[config.mk]
export PLATFORM = sky130hd
export DESIGN_NAME = regfile_write_port
export DESIGN_NICKNAME = d
export VERILOG_FILES = /design/src/rtl/regfile_write_port.sv
export SDC_FILE = /design/constraint.sdc
export NUM_CORES = 2
export LEC_CHECK = 0
export CAP_MARGIN = 40
export CORE_AREA = 3 3 412 414
export CTS_CLUSTER_SIZE = 16
export DETAILED_ROUTE_END_ITERATION = 6
export DIE_AREA = 0 0 415 417
export DONT_BUFFER_PORTS = 1
export SETUP_SLACK_MARGIN = 0.3
export SYNTH_ARGS = -nofsm -noshare
export SYNTH_HDL_FRONTEND = slang
export SYNTH_SLANG_ARGS = --single-unit
export TNS_END_PERCENT = 50
[constraint.sdc]
create_clock -name clk -period 46.2 [get_ports clk]
set_input_delay 6.93 -clock clk [delete_from_list [all_inputs] [get_ports clk]]
set_output_delay 6.93 -clock clk [all_outputs]
set_load 0.01 [all_outputs]
[src/rtl/regfile_write_port.sv]
// rtl/regfile_write_port.sv - write side of the 32x32 register file
// Buffers write-back requests in a small in-order FIFO and commits one per cycle.
module regfile_write_port #(
  parameter int DEPTH = 2,
  parameter int WIDTH = 32
) (
  input  logic                  clk,
  input  logic                  rst,
  input  logic                  wr_valid,
  output logic                  wr_ready,
  input  logic [4:0]            wr_addr,
  input  logic [WIDTH-1:0]      wr_data,
  input  logic                  hold,
  input  logic [4:0]            chk_addr,
  output logic                  chk_pending,
  output logic                  busy,
  output logic [32*WIDTH-1:0]   q_flat
);

  localparam int CW = $clog2(DEPTH + 1);
  localparam int PW = (DEPTH > 1) ? $clog2(DEPTH) : 1;

  logic [CW-1:0]    count;
  logic [PW-1:0]    head;
  logic [PW-1:0]    tail;
  logic [DEPTH-1:0] ent_valid;
  logic [4:0]       ent_addr [DEPTH];
  logic [WIDTH-1:0] ent_data [DEPTH];
  logic [WIDTH-1:0] regs [32];
  logic             push;
  logic             pop;

  function automatic logic [PW-1:0] ptr_inc(input logic [PW-1:0] p);
    return (p == PW'(DEPTH - 1)) ? '0 : p + PW'(1);
  endfunction

  assign wr_ready = (count < CW'(DEPTH));
  assign busy     = (count != '0);
  // Writes to r0 complete the handshake but never occupy a slot.
  assign push     = wr_valid && wr_ready && (wr_addr != 5'd0);
  assign pop      = busy && !hold;

  always_comb begin
    chk_pending = 1'b0;
    for (int i = 0; i < DEPTH; i++) begin
      if (ent_valid[i] && (ent_addr[i] == chk_addr)) chk_pending = 1'b1;
    end
    if (chk_addr == 5'd0) chk_pending = 1'b0;
  end

  // A push never lands on the head slot being popped: push needs count < DEPTH,
  // and pop needs count > 0, so head != tail whenever both fire.
  always_ff @(posedge clk or posedge rst) begin
    if (rst) begin
      count     <= '0;
      head      <= '0;
      tail      <= '0;
      ent_valid <= '0;
      for (int i = 0; i < DEPTH; i++) begin
        ent_addr[i] <= '0;
        ent_data[i] <= '0;
      end
      for (int r = 0; r < 32; r++) regs[r] <= '0;
    end else begin
      if (pop) begin
        if (ent_addr[head] != 5'd0) regs[ent_addr[head]] <= ent_data[head];
        ent_valid[head] <= 1'b0;
        head            <= ptr_inc(head);
      end
      if (push) begin
        ent_addr[tail]  <= wr_addr;
        ent_data[tail]  <= wr_data;
        ent_valid[tail] <= 1'b1;
        tail            <= ptr_inc(tail);
      end
      if (push && !pop)      count <= count + CW'(1);
      else if (pop && !push) count <= count - CW'(1);
    end
  end

  for (genvar g = 0; g < 32; g++) begin : g_flat
    assign q_flat[WIDTH*g +: WIDTH] = regs[g];
  end

endmodule

==> flow_summary.json <==
{
  "final_util_pct": 29.33,
  "tns_ns": 0,
  "drv_cap": 0,
  "drive_gt1_share_pct": 51.64,
  "fin_crit_sh_pct": 31.82,
  "drtPass1Iterations": 4,
  "coreArea_sq_um": 166700,
  "yosysTopAreaCell": "dfrtp_1",
  "finalHoldViolCount": 0,
  "clock_sinks": 1104,
  "clk_pin_slew_worst_paths_ns": 0.05,
  "status": "finished clean",
  "die_y_microns": 417,
  "slowest_stage": "nor4_1",
  "vias": 22260,
  "hold_buffers": 0,
  "io_pins": 1073,
  "drt-initial-drc-count": 1300,
  "max_stage_delay_ns": 0.30,
  "worst_slew_pin_slew_ns": 0.9911,
  "synthesis.nets": 2589,
  "setup_slack_ns": 31.50,
  "area_growth_syn_to_layout_pct": 16.39,
  "portBuffers": 0,
  "setup_viol": 0,
  "fillers": 16550,
  "finalWirelength_microns": 142000,
  "drv_slew": 0,
  "post_cts_resized": 0,
  "dp_hpwl_microns": 97760,
  "cts_tree": "yes",
  "drc": 0,
  "power.leakage_nw": 23.18,
  "ys_types": 43,
  "antenna_found_initial": 9,
  "pre_cts_ws_ns": 31.51,
  "finalNetCount": 2552,
  "grt_max_degree": 160,
  "vias_per_cell": 4.623,
  "post_cts_buffers": 0,
  "endpoint_kind": "primary output",
  "antenna_left": 0,
  "start_util_pct": 25.20,
  "wire_per_inst_microns": 29.50,
  "grt_overflow": 0,
  "synth.top_cells.by_area": "dfrtp_1, mux2_2, mux2_1",
  "critPathKind": "in2out",
  "worstPathArrival_ns": 7.77,
  "grt_pass1_wl_microns": 194600,
  "synth-seq-area-share_pct": 65.78,
  "syn_area_sq_um": 42000,
  "required_ns": 39.27,
  "placementRows": 150,
  "syn_area_per_cell_sq_um": 16.52,
  "ir_drop_v": 0.00004365,
  "startpoint_type": "input pin",
  "die_w_microns": 415,
  "globalRouteTotalUtil_pct": 15.84,
  "numCtsBuffers": 115,
  "fmax_mhz": 68.02,
  "power.density_nw_per_um2": 76.70,
  "cts_buffer_depth": 3,
  "fin_skew_ns": 0.05383,
  "ctsHtreeMaxLevel": 3,
  "synth_ff_type": "dfrtp_1",
  "synth-edff-count": 0,
  "synthArstFlopShare_pct": 100.0,
  "die-area_sq_um": 173100,
  "ys_ff_latch": 1104,
  "crit_chain": "xor2_1 > nor4_1 > nand3_1 > a21oi_1",
  "rsz0062_at_grt": "false",
  "clock_latency_ns": 0.77,
  "hold_path_class": "reg2reg",
  "root_buffer": "clkbuf_16",
  "relSlewSlack_pct": 33.92,
  "whs_ns": 0.4399,
  "grt_pass1_vias": 23040,
  "postSynthCellCount": 2542,
  "place_congestion": 0.7657,
  "layout_min_cycle_time_ns": 14.70,
  "synth_top_area_share_pct": 65.78,
  "critPathMaxFanout": 3,
  "ys_warn_count": 0
}
==> metal layers <==
layer / vias to the layer above / wire (microns) / global-route usage [%] / share of wire (%)
li1: 8791 / - / - / -
met1: 12360 / 53820 / 18.19 / 38
met2: 882 / 73270 / 27.82 / 52
met3: 227 / 10490 / 4.902 / 7.4
met4: 0 / 4416 / 5.527 / 3.1
met5: - / 0 / 0 / 0
==> registers in the layout (all words and copies together) (netlist names) <==
name and count:
q_flat 1024, ent_addr 10, ent_valid 2, count 2, tail 1, ent_data 64
head 1
==> worst max-delay path: cells and delay by family <==
| kind | cells | cell delay (ns) |
|---|---|---|
| xor+xnor | 1 | 0.13 |
| simple gates | 2 | 0.41 |
| compound gates | 1 | 0.30 |
==> placed cells by master, fill, tap and decap left out, drive strengths merged, types with 4 or more instances in the layout <==
cell type,n
nand2,4
buf,85
inv,13
diode,11
nor3,14
xor2,10
dfrtp,1104
nand3,20
mux2,1098
clkinv,30
clkbuf,161
nor2,5
nand2b,6
o21ai,6
xnor2,5
bufinv,10
==> power breakdown <==
| part | internal, mW | total (mW) | switching, mW |
|---|---|---|---|
| logic | 0.403 | 0.966 | 0.563 |
| clock network | 0.564 | 0.966 | 0.402 |
| registers | 1.32 | 1.82 | 0.493 |
| total | 2.29 | 3.75 | 1.46 |
==> cells by family (layout without fill, tap and decap cells) <==
kind of cell / after synthesis / count (layout) / share of synthesized area (%)
compound gates: 18 / 18 / 0.3694
flops: 1104 / 1104 / 65.78
buf+inv: 243 / 300 / 2.869
fa+ha+maj: 1 / 1 / 0.02979
simple gates: 62 / 62 / 1.162
other cells: 0 / 11 / 0
xor+xnor: 15 / 15 / 0.3128
mux: 1099 / 1099 / 29.47
==> cells in the mapped netlist, types with 2 or more instances <==
master and count:
dfrtp_1 1104, mux2_2 1017, clkbuf_1 130, mux2_1 81
buf_2 60, buf_4 40, nand3_1 20, nor3_4 11
xor2_1 10, buf_6 9, nand2b_1 6, xnor2_1 5
inv_1 4, nand2_1 4, nor2_1 4, nor3_2 3
nand3b_1 2, nor2b_1 2, nor4_1 2, o21a_1 2
o21ai_0 2, o21ai_1 2, o21ai_2 2
==> worst paths after layout <==
check	slack, ns	start	to	depth (start not counted)
setup / recovery	31.50	chk_addr[0]	chk_pending	4
hold / removal	0.44	q_flat[22]	q_flat[22]	0
setup reg to reg	42.22	head	q_flat[206]	7
hold reg to reg	0.44	q_flat[22]	q_flat[22]	0
max in group asynchronous	35.86	rst	q_flat[148]	7
min in group asynchronous	6.13	rst	q_flat[358]	1
==> area by class of cell <==
class	instances	area (sq um)	share of cell area, %
sequential	1104	27630	56.52
clock buffer	161	3351	6.855
clock inverter	50	646.9	1.323
multi-input combinational	1195	13320	27.25
tap	2204	2758	5.642
inverter	4	22.52	0.04608
timing repair buffer	85	1126	2.304
antenna	11	27.53	0.05632
==> stage by stage <==
step / power, mW / instances / instance area (sq um)
3_3_place_gp: 2.737 / 4562 / 44150
3_5_place_dp: 2.828 / 4591 / 44840
2_1_floorplan: 2.275 / 2542 / 42000
4_1_cts: 3.803 / 4802 / 48840
5_1_grt: 3.917 / 4806 / 48860
6_report: 3.749 / 4814 / 48880
Power figures use the tool's default switching activity.
